===== src/rtl/tt_pkg.sv =====
// Shared types and default sizing for the truth-table evaluation engine.
package tt_pkg;

  localparam int unsigned TT_N_IN_DEF  = 3;
  localparam int unsigned TT_N_OUT_DEF = 2;

  typedef enum logic [1:0] {
    TT_LOAD  = 2'd0,
    TT_RUN   = 2'd1,
    TT_DRAIN = 2'd2
  } tt_state_t;

endpackage


===== src/rtl/tt_mem.sv =====
// Truth-table storage: 2^N_IN words of N_OUT bits, synchronous write and clear,
// combinational read.
module tt_mem #(
  parameter int unsigned N_IN  = tt_pkg::TT_N_IN_DEF,
  parameter int unsigned N_OUT = tt_pkg::TT_N_OUT_DEF
) (
  input  logic             clk,
  input  logic             rst,
  input  logic             i_we,
  input  logic [N_IN-1:0]  i_waddr,
  input  logic [N_OUT-1:0] i_wdata,
  input  logic [N_IN-1:0]  i_raddr,
  output logic [N_OUT-1:0] o_rdata
);

  localparam int unsigned DEPTH = 1 << N_IN;

  logic [N_OUT-1:0] r_mem [DEPTH];

  always_ff @(posedge clk) begin
    if (rst) begin
      for (int unsigned i = 0; i < DEPTH; i++) begin
        r_mem[i] <= '0;
      end
    end else if (i_we) begin
      r_mem[i_waddr] <= i_wdata;
    end
  end

  assign o_rdata = r_mem[i_raddr];

endmodule


===== src/rtl/tt_eval_engine.sv =====
// Truth-table evaluation engine: LOAD/RUN/DRAIN control around tt_mem with a
// one-deep registered result stage. Optional eval_cnt output under TT_EVCNT_EN.
module tt_eval_engine #(
  parameter int unsigned N_IN  = tt_pkg::TT_N_IN_DEF,
  parameter int unsigned N_OUT = tt_pkg::TT_N_OUT_DEF
) (
  input  logic             clk,
  input  logic             rst,
  input  logic             cfg_we,
  input  logic [N_IN-1:0]  cfg_addr,
  input  logic [N_OUT-1:0] cfg_data,
  input  logic             cfg_start,
  input  logic             cfg_done,
  input  logic             in_valid,
  output logic             in_ready,
  input  logic [N_IN-1:0]  x,
  output logic             out_valid,
  input  logic             out_ready,
  output logic [N_OUT-1:0] f,
  output logic [1:0]       state
`ifdef TT_EVCNT_EN
  ,
  output logic [15:0]      eval_cnt
`endif
);

  import tt_pkg::*;

  tt_state_t        r_state;
  tt_state_t        w_state_nxt;
  logic             r_out_valid;
  logic [N_OUT-1:0] r_f;
  logic [N_OUT-1:0] w_rdata;
  logic             w_in_hs;
  logic             w_out_hs;
  logic             w_tbl_we;

  // A cfg_start seen in RUN blocks inputs in the same cycle it arrives.
  assign in_ready = !rst && (r_state == TT_RUN) && !cfg_start &&
                    (!r_out_valid || out_ready);
  assign w_in_hs  = in_valid && in_ready;
  assign w_out_hs = r_out_valid && out_ready;
  assign w_tbl_we = cfg_we && (r_state == TT_LOAD);

  tt_mem #(
    .N_IN  (N_IN),
    .N_OUT (N_OUT)
  ) u_mem (
    .clk     (clk),
    .rst     (rst),
    .i_we    (w_tbl_we),
    .i_waddr (cfg_addr),
    .i_wdata (cfg_data),
    .i_raddr (x),
    .o_rdata (w_rdata)
  );

  // DRAIN also exits when nothing is pending, so a start that coincides with
  // an output handshake cannot leave the FSM waiting forever.
  always_comb begin
    w_state_nxt = r_state;
    case (r_state)
      TT_LOAD:  if (cfg_done) w_state_nxt = TT_RUN;
      TT_RUN:   if (cfg_start) w_state_nxt = r_out_valid ? TT_DRAIN : TT_LOAD;
      TT_DRAIN: if (!r_out_valid || w_out_hs) w_state_nxt = TT_LOAD;
      default:  w_state_nxt = TT_LOAD;
    endcase
  end

  always_ff @(posedge clk) begin
    if (rst) begin
      r_state <= TT_LOAD;
    end else begin
      r_state <= w_state_nxt;
    end
  end

  always_ff @(posedge clk) begin
    if (rst) begin
      r_out_valid <= 1'b0;
      r_f         <= '0;
    end else if (w_in_hs) begin
      r_out_valid <= 1'b1;
      r_f         <= w_rdata;
    end else if (w_out_hs) begin
      r_out_valid <= 1'b0;
    end
  end

  assign out_valid = r_out_valid;
  assign f         = r_f;
  assign state     = r_state;

`ifdef TT_EVCNT_EN
  logic [15:0] r_eval_cnt;

  always_ff @(posedge clk) begin
    if (rst) begin
      r_eval_cnt <= '0;
    end else if (w_out_hs && (r_eval_cnt != '1)) begin
      r_eval_cnt <= r_eval_cnt + 16'd1;
    end
  end

  assign eval_cnt = r_eval_cnt;
`endif

endmodule


===== config.mk =====
export PLATFORM = sky130hd
export DESIGN_NAME = tt_eval_engine
export DESIGN_NICKNAME = d
export VERILOG_FILES = /design/src/rtl/tt_pkg.sv /design/src/rtl/tt_mem.sv /design/src/rtl/tt_eval_engine.sv
export SDC_FILE = /design/constraint.sdc
export NUM_CORES = 1
export LEC_CHECK = 0
export ABC_CLOCK_PERIOD_IN_PS = 1600
export CAP_MARGIN = 20
export CELL_PAD_IN_SITES_DETAIL_PLACEMENT = 1
export CELL_PAD_IN_SITES_GLOBAL_PLACEMENT = 1
export CORE_ASPECT_RATIO = 0.5
export CORE_MARGIN = 10
export CORE_UTILIZATION = 36
export DETAILED_ROUTE_END_ITERATION = 10
export HOLD_SLACK_MARGIN = 0.08
export PLACE_DENSITY = 0.8
export RECOVER_POWER = 100
export SLEW_MARGIN = 30
export SYNTH_ARGS = -nofsm -noshare
export SYNTH_HDL_FRONTEND = slang
export SYNTH_SLANG_ARGS = --single-unit

===== constraint.sdc =====
create_clock -name clk -period 1.6 [get_ports clk]
set_input_delay 0.24 -clock clk [delete_from_list [all_inputs] [get_ports clk]]
set_output_delay 0.24 -clock clk [all_outputs]
set_load 0.02 [all_outputs]

== Word-level counts from Yosys, hierarchy flattened ==
Memories as Yosys holds them, arrays and structs flattened. A register that Yosys moved wholly into a read port is not among the register bits.
Cells that the tools add are included.

* Bits in registers: 3
* RAM bits: 16
* Memories: 1
* Word-level logic and storage cells: 38
* Output and inout port bits: 6

* Reductions and logical operators: 15
* Equal/unequal tests: 5
* Mux-type cells: 15

{| class="wikitable"
|+ Memory list
! memory !! words !! width !! read ports !! clocked after memory_dff !! wr ports !! line !! RTL
|-
| u_mem.r_mem || 8 || 2 || 1 || 1 || 8 || tt_mem.sv:18 || <nowiki>logic [N_OUT-1:0] r_mem [DEPTH];</nowiki>
|}

{| class="wikitable"
|+ Operator list
! operator !! count
|-
| $mux W2 || 5
|-
| $mux W1 || 8
|-
| $logic_and A1 B1 Y1 || 6
|-
| $ne A2 B2 Y1 const B || 3
|-
| $pmux W2 S3 || 1
|-
| $logic_not A1 Y1 || 3
|-
| $mux W3 || 1
|-
| $reduce_and A3 Y1 || 1
|-
| $eq A2 B1 Y1 const B || 1
|-
| $eq A2 B2 Y1 const B || 1
|-
| $logic_not A2 Y1 || 1
|-
| $logic_or A1 B1 Y1 || 2
|-
| $reduce_bool A2 Y1 || 1
|-
| $reduce_or A2 Y1 || 1
|}

== Depth between registers and ports, before layout ==
Gate-level depths: netlist of run 1.

* Depth in word-level cells: 7
* Mapped depth: 4
* Depth with buffers taken out: 3

== Hierarchy ==
Synthesis of run 1 repeated with hierarchy kept, for this count alone.

* Cells, all modules: 79
* Area total of the unflattened synthesis: 1032.2 um^2

{| class="wikitable"
|+ Modules (own cells, without submodules)
! module !! times used !! seq. area each (um^2) !! cells an instance !! area an instance (um^2)
|-
| tt_mem || 1 || 480.5 || 58 || 795.8
|-
| tt_eval_engine || 1 || 100.1 || 21 || 236.5
|}

== Worst setup path after synthesis of run 1 ==
Ideal clock, no wire load.

* Path kind: reg2reg
* Start: register r_state[1], in the netlist state[1]
* End: memory u_mem.r_mem[2][0] (netlist name), enable pin
* Slack: -153 ps
* Cell stages (with the launch flop): 5
* Arrival time: 1462 ps
* Clock period less this slack: 1753 ps
* Setup time: 291 ps
* Path buffers: 1
* Cells stage by stage: dfxtp_1 or4b_1 buf_6 nor4b_4 or2_2

{| class="wikitable"
|+ RTL lines
! what !! line !! RTL
|-
| from (decl) || tt_eval_engine.sv:29 || <nowiki>tt_state_t r_state;</nowiki>
|-
| from (signal assigned) || tt_eval_engine.sv:74 || <nowiki>r_state <= w_state_nxt;</nowiki>
|-
| to (decl) || tt_mem.sv:18 ||
|}

==> results of run 1 <==
-- Yosys cell counts (3+ instances only) --
cell type	number
and2_1	5
nor2_1	8
mux4_2	4
inv_1	3
and3_1	3
nand2b_1	4
dfxtp_1	5
edfxtp_1	16
nor4_1	4
-- metrics by stage --
| step | power (W) | instances | worst slack, ns | cell area, sq um |
|---|---|---|---|---|
| floorplan | 0.000706 | 82 | -0.0943 | 1080 |
| global placement | 0.000798 | 153 | -0.551 | 1430 |
| detailed placement | 0.000807 | 153 | -0.636 | 1430 |
| CTS | 0.00115 | 158 | -0.121 | 1490 |
| global route | 0.00120 | 160 | -0.139 | 1550 |
| finish | 0.00115 | 160 | -0.0861 | 1550 |
-- where the power goes --
part | total [W] | internal [W] | switching, W
combinational | 0.000194 | 0.000103 | 0.0000907
clock | 0.000346 | 0.000174 | 0.000173
sequential | 0.000614 | 0.000604 | 0.0000104
total | 0.00115 | 0.000881 | 0.000274
-- sequential cells by signal (all words and copies together) (netlist names) --
register and flops:
f 2, out_valid 1, state 2, u_mem.r_mem 16
-- timing repair --
item / in CTS / in global routing
setup buffers: 1 / 2
gates resized for setup: 11 / 10
pin swaps: 4 / 3
endpoints found under the setup margin: 31 / 22
-- path summary, 6_finish.rpt --
check / end / startpoint / slack, ns / depth (start not counted)
setup / recovery: u_mem.r_mem[0][1] / state[0] / -0.09 / 4
hold / removal: state[1] / out_valid / 0.50 / 2
setup reg to reg: u_mem.r_mem[0][1] / state[0] / -0.09 / 4
hold reg to reg: state[1] / out_valid / 0.50 / 2
-- metal layers --
| metal | wire length, um | global-route usage, % | part of all wire, % |
|---|---|---|---|
| met4 | 42 | 4.32 | 1.4 |
| met5 | 0 | 0 | 0 |
| met3 | 126 | 3.03 | 4.3 |
| met2 | 1490 | 18.5 | 51 |
| met1 | 1270 | 11.0 | 43 |
-- worst max-delay path: stages (launching register included) --
cell and delay, ns:
dfxtp_4 0.35, or4b_4 0.59, buf_4 0.17, nor2_4 0.11, a21o_1 0.18
-- cells by family (layout without fill, tap and decap cells) --
group	count (synthesis)	after routing	share of synthesized area [%]
simple gates	39	39	25.3
flops	21	21	54.0
buf+inv	6	47	3.49
compound gates	10	10	6.98
mux	6	6	10.2
-- area by class of cell --
cell class	instances	area [sq um]	area share, %
sequential	21	588	38.1
multi-input combinational	55	518	33.5
timing repair buffer	40	335	21.7
tap	37	46.3	3.00
clock buffer	3	41.3	2.67
inverter	3	11.3	0.729
clock inverter	1	5.00	0.324
==> out/summary.txt, run 1 <==
status = complete, but fails checks
violated checks = setup timing
Initial Util = 39.6%
Synth Net Count = 97
post-detail-place hpwl = 2280 um
WL/cell = 18.3 um
Die ar. = 5700 sq um
library cells used by synthesis = 30
worst skew pair latency = 0.26 ns
Overflow after GRT = 0
Setup TNS = -0.621 ns
clock tree buffer depth = 2
hold buffer count at CTS = 0
Total GRT Usage = 10.1%
top-area cell type share of the netlist area = 44.7%
number of CTS-inserted buffers = 3
max-slew violation count = 0
cell taking the most area after synthesis = edfxtp_1
final net count = 139
Root Buffer = clkbuf_8
Post-synth EDFFs = 16
pin count of the biggest net entering global routing = 13
Post-Route Skew = 0.00393 ns
Worst setup SP type = register
post-route ant nets = 0
Post-synth top flop = edfxtp_1
Max Cap Viol = 0
post-route DRC violation count = 0
RSZ-0062 raised after global routing = true
CP max FO = 4
Reg clk slew, reported paths = 0.07 ns
CTS tree = done
vias in the first global route = 904
Post-synth ARST share = 0%
worst setup path category = reg2reg
Die Wd = 97.3 um
synth warn = 0
initial DRC count = 24
Max Freq = 593 MHz
first-pass detailed-route iteration total = 4
Total Wirelength = 2930 um
Final Setup Violations = 13
fin util = 56.9%
largest cells by area after synthesis = edfxtp_1 45%, dfxtp_1 9.3%, mux4_2 8.4%, nor4b_4 4.4%, and2_1 2.9%
CP arrival = 1.66 ns
final hold slack = 0.502 ns
Final min period = 1.69 ns
Req. time, crit path = 1.57 ns
IO Port Bufs = 20
via count = 852
sequential fraction of the synthesis area = 54.0%
H-tree depth = 1
Die H = 58.6 um
worst setup margin = -0.0861 ns
HP Class = reg2reg
share of cells above drive strength 1 = 35.0%
cell leakage power = 0.607 nW
area of the mapped netlist = 1070 sq um
row count = 13
commonest non-fill, non-tap cell in the layout = buf_4
first-pass GRT wire length = 4700 um
#FFs+latches synth = 21
Vias per Instance = 5.33
Final Hold Vio Count = 0
worst slew pin tran = 0.316 ns
Avg Cell Area, Syn = 13.1 sq um
worst vdd ir = 0.000287 V
number of diodes = 0
Post-Synthesis Cells = 82
Final Cycle Share = 105%
commonest cells after routing, fill and taps aside = 17 x buf_4, 16 x edfxtp_1, 13 x clkdlybuf4s50_1
fillers = 278
cell area power density = 747 nW/um^2
Synth-to-Final Area Change = 43.8%
clk sinks = 21
num ports = 21
slew margin rel. = 78.4%
core area = 2720 sq um
Crit. End Element = register
initial antenna violation count = 0
RePlAce Congestion = 0.751
No activity file was read; power rests on OpenSTA's default activity.
==> run 2, diff against run 1 <==
--- a/config.mk
+++ b/config.mk
@@ -6,7 +6,6 @@
 export NUM_CORES = 1
 export LEC_CHECK = 0
 export ABC_CLOCK_PERIOD_IN_PS = 1600
-export CAP_MARGIN = 20
 export CELL_PAD_IN_SITES_DETAIL_PLACEMENT = 1
 export CELL_PAD_IN_SITES_GLOBAL_PLACEMENT = 1
 export CORE_ASPECT_RATIO = 0.5
==> results of run 2 <==
Same layout as run 1: the final DEF is identical, and so are final timing and power.
==> RTL edit 1, RTL diff (config.mk and constraints of run 1) <==
Add an input register stage for `cfg_we`, `cfg_addr`, `cfg_data`, `cfg_start` and `cfg_done`, without a reset; this delays them by one clock. The other inputs are not delayed to match. Comments in the files are not updated.
--- a/src/rtl/tt_eval_engine.sv
+++ b/src/rtl/tt_eval_engine.sv
@@ -27,4 +27,18 @@
   import tt_pkg::*;
 
+  logic cfg_we_q;
+  logic [N_IN-1:0] cfg_addr_q;
+  logic [N_OUT-1:0] cfg_data_q;
+  logic cfg_start_q;
+  logic cfg_done_q;
+
+  always_ff @(posedge clk) begin
+    cfg_we_q    <= cfg_we;
+    cfg_addr_q  <= cfg_addr;
+    cfg_data_q  <= cfg_data;
+    cfg_start_q <= cfg_start;
+    cfg_done_q  <= cfg_done;
+  end
+
   tt_state_t        r_state;
   tt_state_t        w_state_nxt;
@@ -37,9 +51,9 @@
 
   // A cfg_start seen in RUN blocks inputs in the same cycle it arrives.
-  assign in_ready = !rst && (r_state == TT_RUN) && !cfg_start &&
+  assign in_ready = !rst && (r_state == TT_RUN) && !cfg_start_q &&
                     (!r_out_valid || out_ready);
   assign w_in_hs  = in_valid && in_ready;
   assign w_out_hs = r_out_valid && out_ready;
-  assign w_tbl_we = cfg_we && (r_state == TT_LOAD);
+  assign w_tbl_we = cfg_we_q && (r_state == TT_LOAD);
 
   tt_mem #(
@@ -50,6 +64,6 @@
     .rst     (rst),
     .i_we    (w_tbl_we),
-    .i_waddr (cfg_addr),
-    .i_wdata (cfg_data),
+    .i_waddr (cfg_addr_q),
+    .i_wdata (cfg_data_q),
     .i_raddr (x),
     .o_rdata (w_rdata)
@@ -61,6 +75,6 @@
     w_state_nxt = r_state;
     case (r_state)
-      TT_LOAD:  if (cfg_done) w_state_nxt = TT_RUN;
-      TT_RUN:   if (cfg_start) w_state_nxt = r_out_valid ? TT_DRAIN : TT_LOAD;
+      TT_LOAD:  if (cfg_done_q) w_state_nxt = TT_RUN;
+      TT_RUN:   if (cfg_start_q) w_state_nxt = r_out_valid ? TT_DRAIN : TT_LOAD;
       TT_DRAIN: if (!r_out_valid || w_out_hs) w_state_nxt = TT_LOAD;
       default:  w_state_nxt = TT_LOAD;
Formal check against the unedited RTL: not equivalent (a bounded check fails within 4 cycles, from zero or initial values and one cycle with rst high).
==> RTL edit 1 against run 1 <==
- maximum frequency increased by 0.67%
- the flow still finishes with violations (negative setup slack)
- worst hold slack got worse by 0.00085 ns
- cell area increased by 12%
- largest cell class unchanged
- setup slack improved by 0.011 ns
- count of clock-buffer cells in the layout is 5 higher
- total power is 41% higher
- clock power increased by 79%
- sequential cell count up 8
- wire length rose by 4.1%
- utilization decreased by 2.1 points
- area after synthesis is 15% higher
==> RTL edit 1: results (changes against run 1) <==
- The routed via count is 890 (+4.5%).
- The largest registers in the layout are u_mem.r_mem: 16 flops, cfg_addr_q: 3 flops.
- The initial detailed-routing violation count is 30 (+25%).
- The routed length on met2 is 1440 um (-3.3%).
- The synthesized netlist net count came to 106 (+9.3%).
- The worst hold path terminates at state[1].
- The worst hold-check slack came to 0.501 ns (-0.000849 ns).
- The run finished, with violations left.
- The number of cells traversed by the worst register-to-register path is 3 (-1).
- After synthesis, the most frequently instantiated cells are edfxtp_1 (16), dfxtp_1 (13), nor2_1 (8).
- The initial antenna violation count is 0 (unchanged).
- The setup fix buffers added after clock tree synthesis is 0 (-1).
- The count of buffers inserted at the top-level ports is 20 (unchanged).
- The routed wire length is 3050 um (+4.1%).
- The total global-route track usage is 10.7% (+0.63 points).
- The number of buffers on the longest clock path was 2 (unchanged).
- The slew of the pin with the lowest slew margin came to 0.462 ns (+0.146 ns).
- The global-route congestion overflow total was 0 (unchanged).
- The number of buffers added by the clock tree synthesis step is 5 (+2).
- The signal arrival time at the worst endpoint is 1.68 ns (+0.02 ns).
- The global routing met1 resource utilization is 11.9% (+0.99 points).
- The number of unique standard cell types used by synthesis was 29 (-3.3%).
- The final reports fail on negative setup slack.
- The routing usage on met3 is 5.47% (+2.4 points).
- The global-route wire length before repair is 4900 um (+4.3%).
- The final total negative setup slack came to -0.401 ns (+0.220 ns).
- The filler cell count is 332 (+19%).
- The maximum vdd ir drop was 0.490 mV (+70%).
- The clock latency of the later-clocked register in the worst-skew pair is 0.29 ns (+0.03 ns).
- By area the synthesized netlist is led by edfxtp_1 (39%), dfxtp_1 (21%), mux4_2 (7.3%), nor4b_4 (3.8%), and2_1 (2.5%).
- In this run the worst hold path is classified as register to register.
- The origin of the worst min-delay path is out_valid.
- Signal routing reaches up to met4.
- The met2 capacity usage during global routing is 17.4% (-1.1 points).
- The largest net degree at the start of global routing was 11 (-2).
- The cell depth of the worst min-delay path is 2 (unchanged).
- The sequential share of the synthesized area is 59.7% (+5.7 points).
- The reg-to-reg critical path endpoint is u_mem.r_mem[2][1].
- The final-stage net count was 148 (+6.5%).
- The post-placement cell area is 1610 um^2 (+13%).
- The share of flip-flops with an asynchronous set or reset came to 0% (unchanged).
- The total met3 wirelength after detailed routing is 237 um (+88%).
- The global placer's final weighted congestion is 0.783 (+4.3%).
- Ranked by flip-flop count, first place goes to u_mem.r_mem.
- The worst clock skew on the final layout came to 0.00782 ns (+0.00389 ns).
- The number of iterations in the first detailed-routing pass is 4 (unchanged).
- The half-perimeter wire length after detailed placement was 2380 um (+4.4%).
- The startpoint of the most critical register-to-register path is state[1].
- The setup slack after layout was -0.0749 ns (+0.0112 ns).
- The via count of the first global-routing pass is 957 (+5.9%).
- The static leakage power was 0.695 nW (+15%).
- The met1 routed wirelength after detailed routing is 1330 um (+4.7%).
- The final number of setup-violating endpoints is 11 (-2).
- The post-placement setup slack is -0.665 ns (-0.0285 ns).
- The number of enable-type register cells in the synthesized netlist is 16 (unchanged).
- The number of levels the H-tree was split into was 2 (+1).
- The share of cells above drive strength 1 is 32.1% (-2.9 points).
==> RTL edit 1: cells by family after synthesis <==
kind of cell	synth area share (%)
AND/OR/NAND/NOR	21.9
flip-flops	59.7
AO/OA/AOI/OAI	5.35
multiplexers	9.69
buffers and inverters	3.33
==> RTL edit 1: worst max-delay path by stage <==
stage                                    to  depth (start not counted)  slack [ns]     start
after global placement             in_ready                          4       -0.55       rst
after floorplan           u_mem.r_mem[2][0]                          4       -0.09  state[1]
after global routing      u_mem.r_mem[2][1]                          3       -0.14  state[1]
after CTS                 u_mem.r_mem[2][1]                          3       -0.08  state[1]
after detailed placement  u_mem.r_mem[2][1]                          4       -0.66       rst
final                     u_mem.r_mem[2][1]                          3       -0.07  state[1]
==> RTL edit 1: layout make-up <==
type / count / area (um^2) / area share, %
timing repair buffer: 38 / 329 / 19.0
tap: 40 / 50.0 / 2.90
clock buffer: 8 / 90.1 / 5.21
sequential: 29 / 748 / 43.3
inverter: 4 / 15.0 / 0.869
multi-input combinational: 55 / 495 / 28.7
==> RTL edit 1: per-stage QoR <==
stage | util (%) | instances
3_5_place_dp | 51.0 | 166
6_report | 54.8 | 174
5_1_grt | 54.8 | 174
3_3_place_gp | 51.0 | 166
2_1_floorplan | - | 91
4_1_cts | 54.6 | 174
==> RTL edit 1: timing repair <==
action	in CTS	in global routing
endpoints found under the setup margin	34	21
resized for setup	10	4
pin swaps	0	1
==> RTL edit 1: power breakdown <==
group / internal (mW) / total [mW] / switching (mW)
clock: 0.350 / 0.620 / 0.270
combinational: 0.0914 / 0.159 / 0.0681
sequential: 0.817 / 0.847 / 0.0294
total: 1.26 / 1.63 / 0.368
==> RTL edit 1: critical path: cells and delay by family, from the launching register on <==
| family | cells | cell delay (ns) |
|---|---|---|
| and+or+nand+nor | 3 | 1.04 |
| DFF | 1 | 0.36 |
==> RTL edit 2, RTL diff (config.mk and constraints of run 1) <==
Made on the original files. The option `TT_EVCNT_EN` is turned on by a define.
--- a/src/rtl/tt_eval_engine.sv
+++ b/src/rtl/tt_eval_engine.sv
@@ -1,4 +1,6 @@
 // Truth-table evaluation engine: LOAD/RUN/DRAIN control around tt_mem with a
 // one-deep registered result stage. Optional eval_cnt output under TT_EVCNT_EN.
+`define TT_EVCNT_EN
+
 module tt_eval_engine #(
   parameter int unsigned N_IN  = tt_pkg::TT_N_IN_DEF,
Behaviour (old outputs only; new: eval_cnt): unchanged (equiv_simple and equiv_induct, registers matched by name and starting in step).
==> RTL edit 2 against run 1 <==
- the run now ends clean
- cell area grew 81%
- area after synthesis grew 75%
- total power grew 59%
- wire length grew 97%
- utilization shrank 0.83 points
- first-iteration DRC count grew to 3.1 times the old value
- sequential cell count grew 16
- setup slack gained 0.12 ns
- critical path depth grew 1
- sequential power grew 63%
- critical endpoint is now eval_cnt[4]
==> RTL edit 2: results (changes against run 1) <==
- The number of levels the H-tree was split into came to 2 (+1).
- The number of cells traversed by the worst register-to-register path is 5 (+1).
- The internal portion of total power came to 1.39 mW (+58%).
- The count of buffers inserted at the top-level ports was 36 (+80%).
- The run finished with clean final reports.
- The routing usage on met3 was 3.33% (+0.30 points).
- Counting instances in the post-synthesis netlist gives the leading cell types as dfxtp_1 (21), nor2_1 (20), and2_1 (18).
- Yosys attributes the largest share of cell area to edfxtp_1 (26%), dfxtp_1 (22%), and2_1 (6.0%), xnor2_1 (5.1%), mux4_2 (4.8%).
- The initial detailed-routing violation count is 75 (+210%).
- The clock latency of the later-clocked register in the worst-skew pair was 0.29 ns (+0.03 ns).
- The global routing met1 resource utilization is 13.5% (+2.5 points).
- For this design, the slowest cell found on the critical path is or3_2.
- The routed wire length came to 5790 um (+97%).
- The sequential share of the synthesized area is 47.9% (-6.1 points).
- The maximum net fanout on the critical path is 6 (+2).
- The cell depth of the worst min-delay path was 1 (-1).
- The half-perimeter wire length after detailed placement is 4130 um (+81%).
- The worst clock skew on the final layout is 0.00529 ns (+0.00135 ns).
- The peak per-stage delay on the critical path came to 0.42 ns (-0.17 ns).
- The post-placement cell area is 2570 um^2 (+80%).
- The register-to-register setup slack is 0.04 ns (+0.12 ns).
- The number of enable-type register cells in the synthesized netlist is 16 (unchanged).
- The routed via count is 1631 (+91%).
- The most used flip-flop cell after synthesis is dfxtp_1.
- The maximum vdd ir drop is 0.328 mV (+14%).
- The via count of the first global-routing pass is 1800 (+99%).
- The remaining max-slew budget at the tightest pin is 75.6% (-2.8 points).
- The filler cell count was 565 (+100%).
- The number of buffers added by the clock tree synthesis step came to 5 (+2).
- The startpoint of the most critical register-to-register path is eval_cnt[0].
- The reg-to-reg critical path endpoint is eval_cnt[4].
- The total global-route track usage was 13.1% (+3.0 points).
- The static leakage power is 1.09 nW (+79%).
- The number of unique standard cell types used by synthesis came to 40 (+33%).
- The global placer's final weighted congestion is 0.776 (+3.2%).
## RTL edit 2: cells by family (layout without fill, tap and decap cells)
family          count (synthesis)  after routing  share of synthesized area (%)
simple gates                   96             96                           29.4
flops                          37             37                           47.9
compound gates                 16             16                           6.45
xor+xnor                       11             11                           5.12
mux                            10             10                           8.18
buf+inv                         7             80                           2.26
fa+ha+maj                       1              1                          0.665
## RTL edit 2: how the worst max path moves through the flow
stage / end / start / slack [ns] / cells after the start
after floorplan: eval_cnt[11] / eval_cnt[0] / 0.003 / 6
after global placement: u_mem.r_mem[2][0] / rst / -0.43 / 5
after detailed placement: u_mem.r_mem[2][0] / rst / -0.52 / 5
after CTS: eval_cnt[4] / eval_cnt[4] / 0.01 / 1
after global routing: u_mem.r_mem[2][0] / state[1] / -0.03 / 4
final: eval_cnt[4] / eval_cnt[0] / 0.04 / 5
## RTL edit 2: worst max-delay path, delay by kind of cell (launching register included)
family | cells | cell delay, ns
compound gates | 1 | 0.16
simple gates | 3 | 0.76
fa+ha+maj | 1 | 0.19
flops | 1 | 0.38
## RTL edit 2: layout make-up
| type | count | area, um^2 | share of cell area, % |
|---|---|---|---|
| multi-input cells | 134 | 1070 | 38.3 |
| flip-flops and latches | 37 | 937 | 33.6 |
| repair buffers | 71 | 612 | 21.9 |
| well taps | 70 | 87.6 | 3.14 |
| clock buffers | 6 | 72.6 | 2.60 |
| clock inverters | 2 | 10.0 | 0.359 |
| inverters | 1 | 3.75 | 0.135 |
## RTL edit 2: repair_timing
action / CTS / global route
setup buffers: 1 / 4
pin swaps: 2 / 2
hold buffers: 0 / 0
gates resized for setup: 22 / 22
setup endpoints to repair: 46 / 28
## RTL edit 2: metrics by stage
stage               std cells  hold slack (ns)  setup TNS [ns]  worst slack, ns
CTS                       317            0.522               0           0.0108
global placement          308            0.481          -13.56           -0.431
detailed placement        308            0.507          -16.74           -0.519
floorplan                 178            0.367               0          0.00269
global route              321            0.566          -0.146          -0.0350
finish                    321            0.527               0           0.0386
## RTL edit 2: power by group through the flow
stage	combinational [mW]	clock, mW	sequential [mW]
6_report	0.184	0.646	1.00
5_1_grt	0.197	0.705	1.00
4_1_cts	0.178	0.656	1.01
3_5_place_dp	0.176	0	1.03
3_3_place_gp	0.167	0	1.03
2_1_floorplan	0.0712	0	1.04
## RTL edit 2: per-layer routing
metal / vias to the layer above / share of wire [%]
met5: - / 0
met1: 804 / 40
met4: 0 / 2.4
li1: 777 / -
met3: 16 / 3.9
met2: 34 / 53
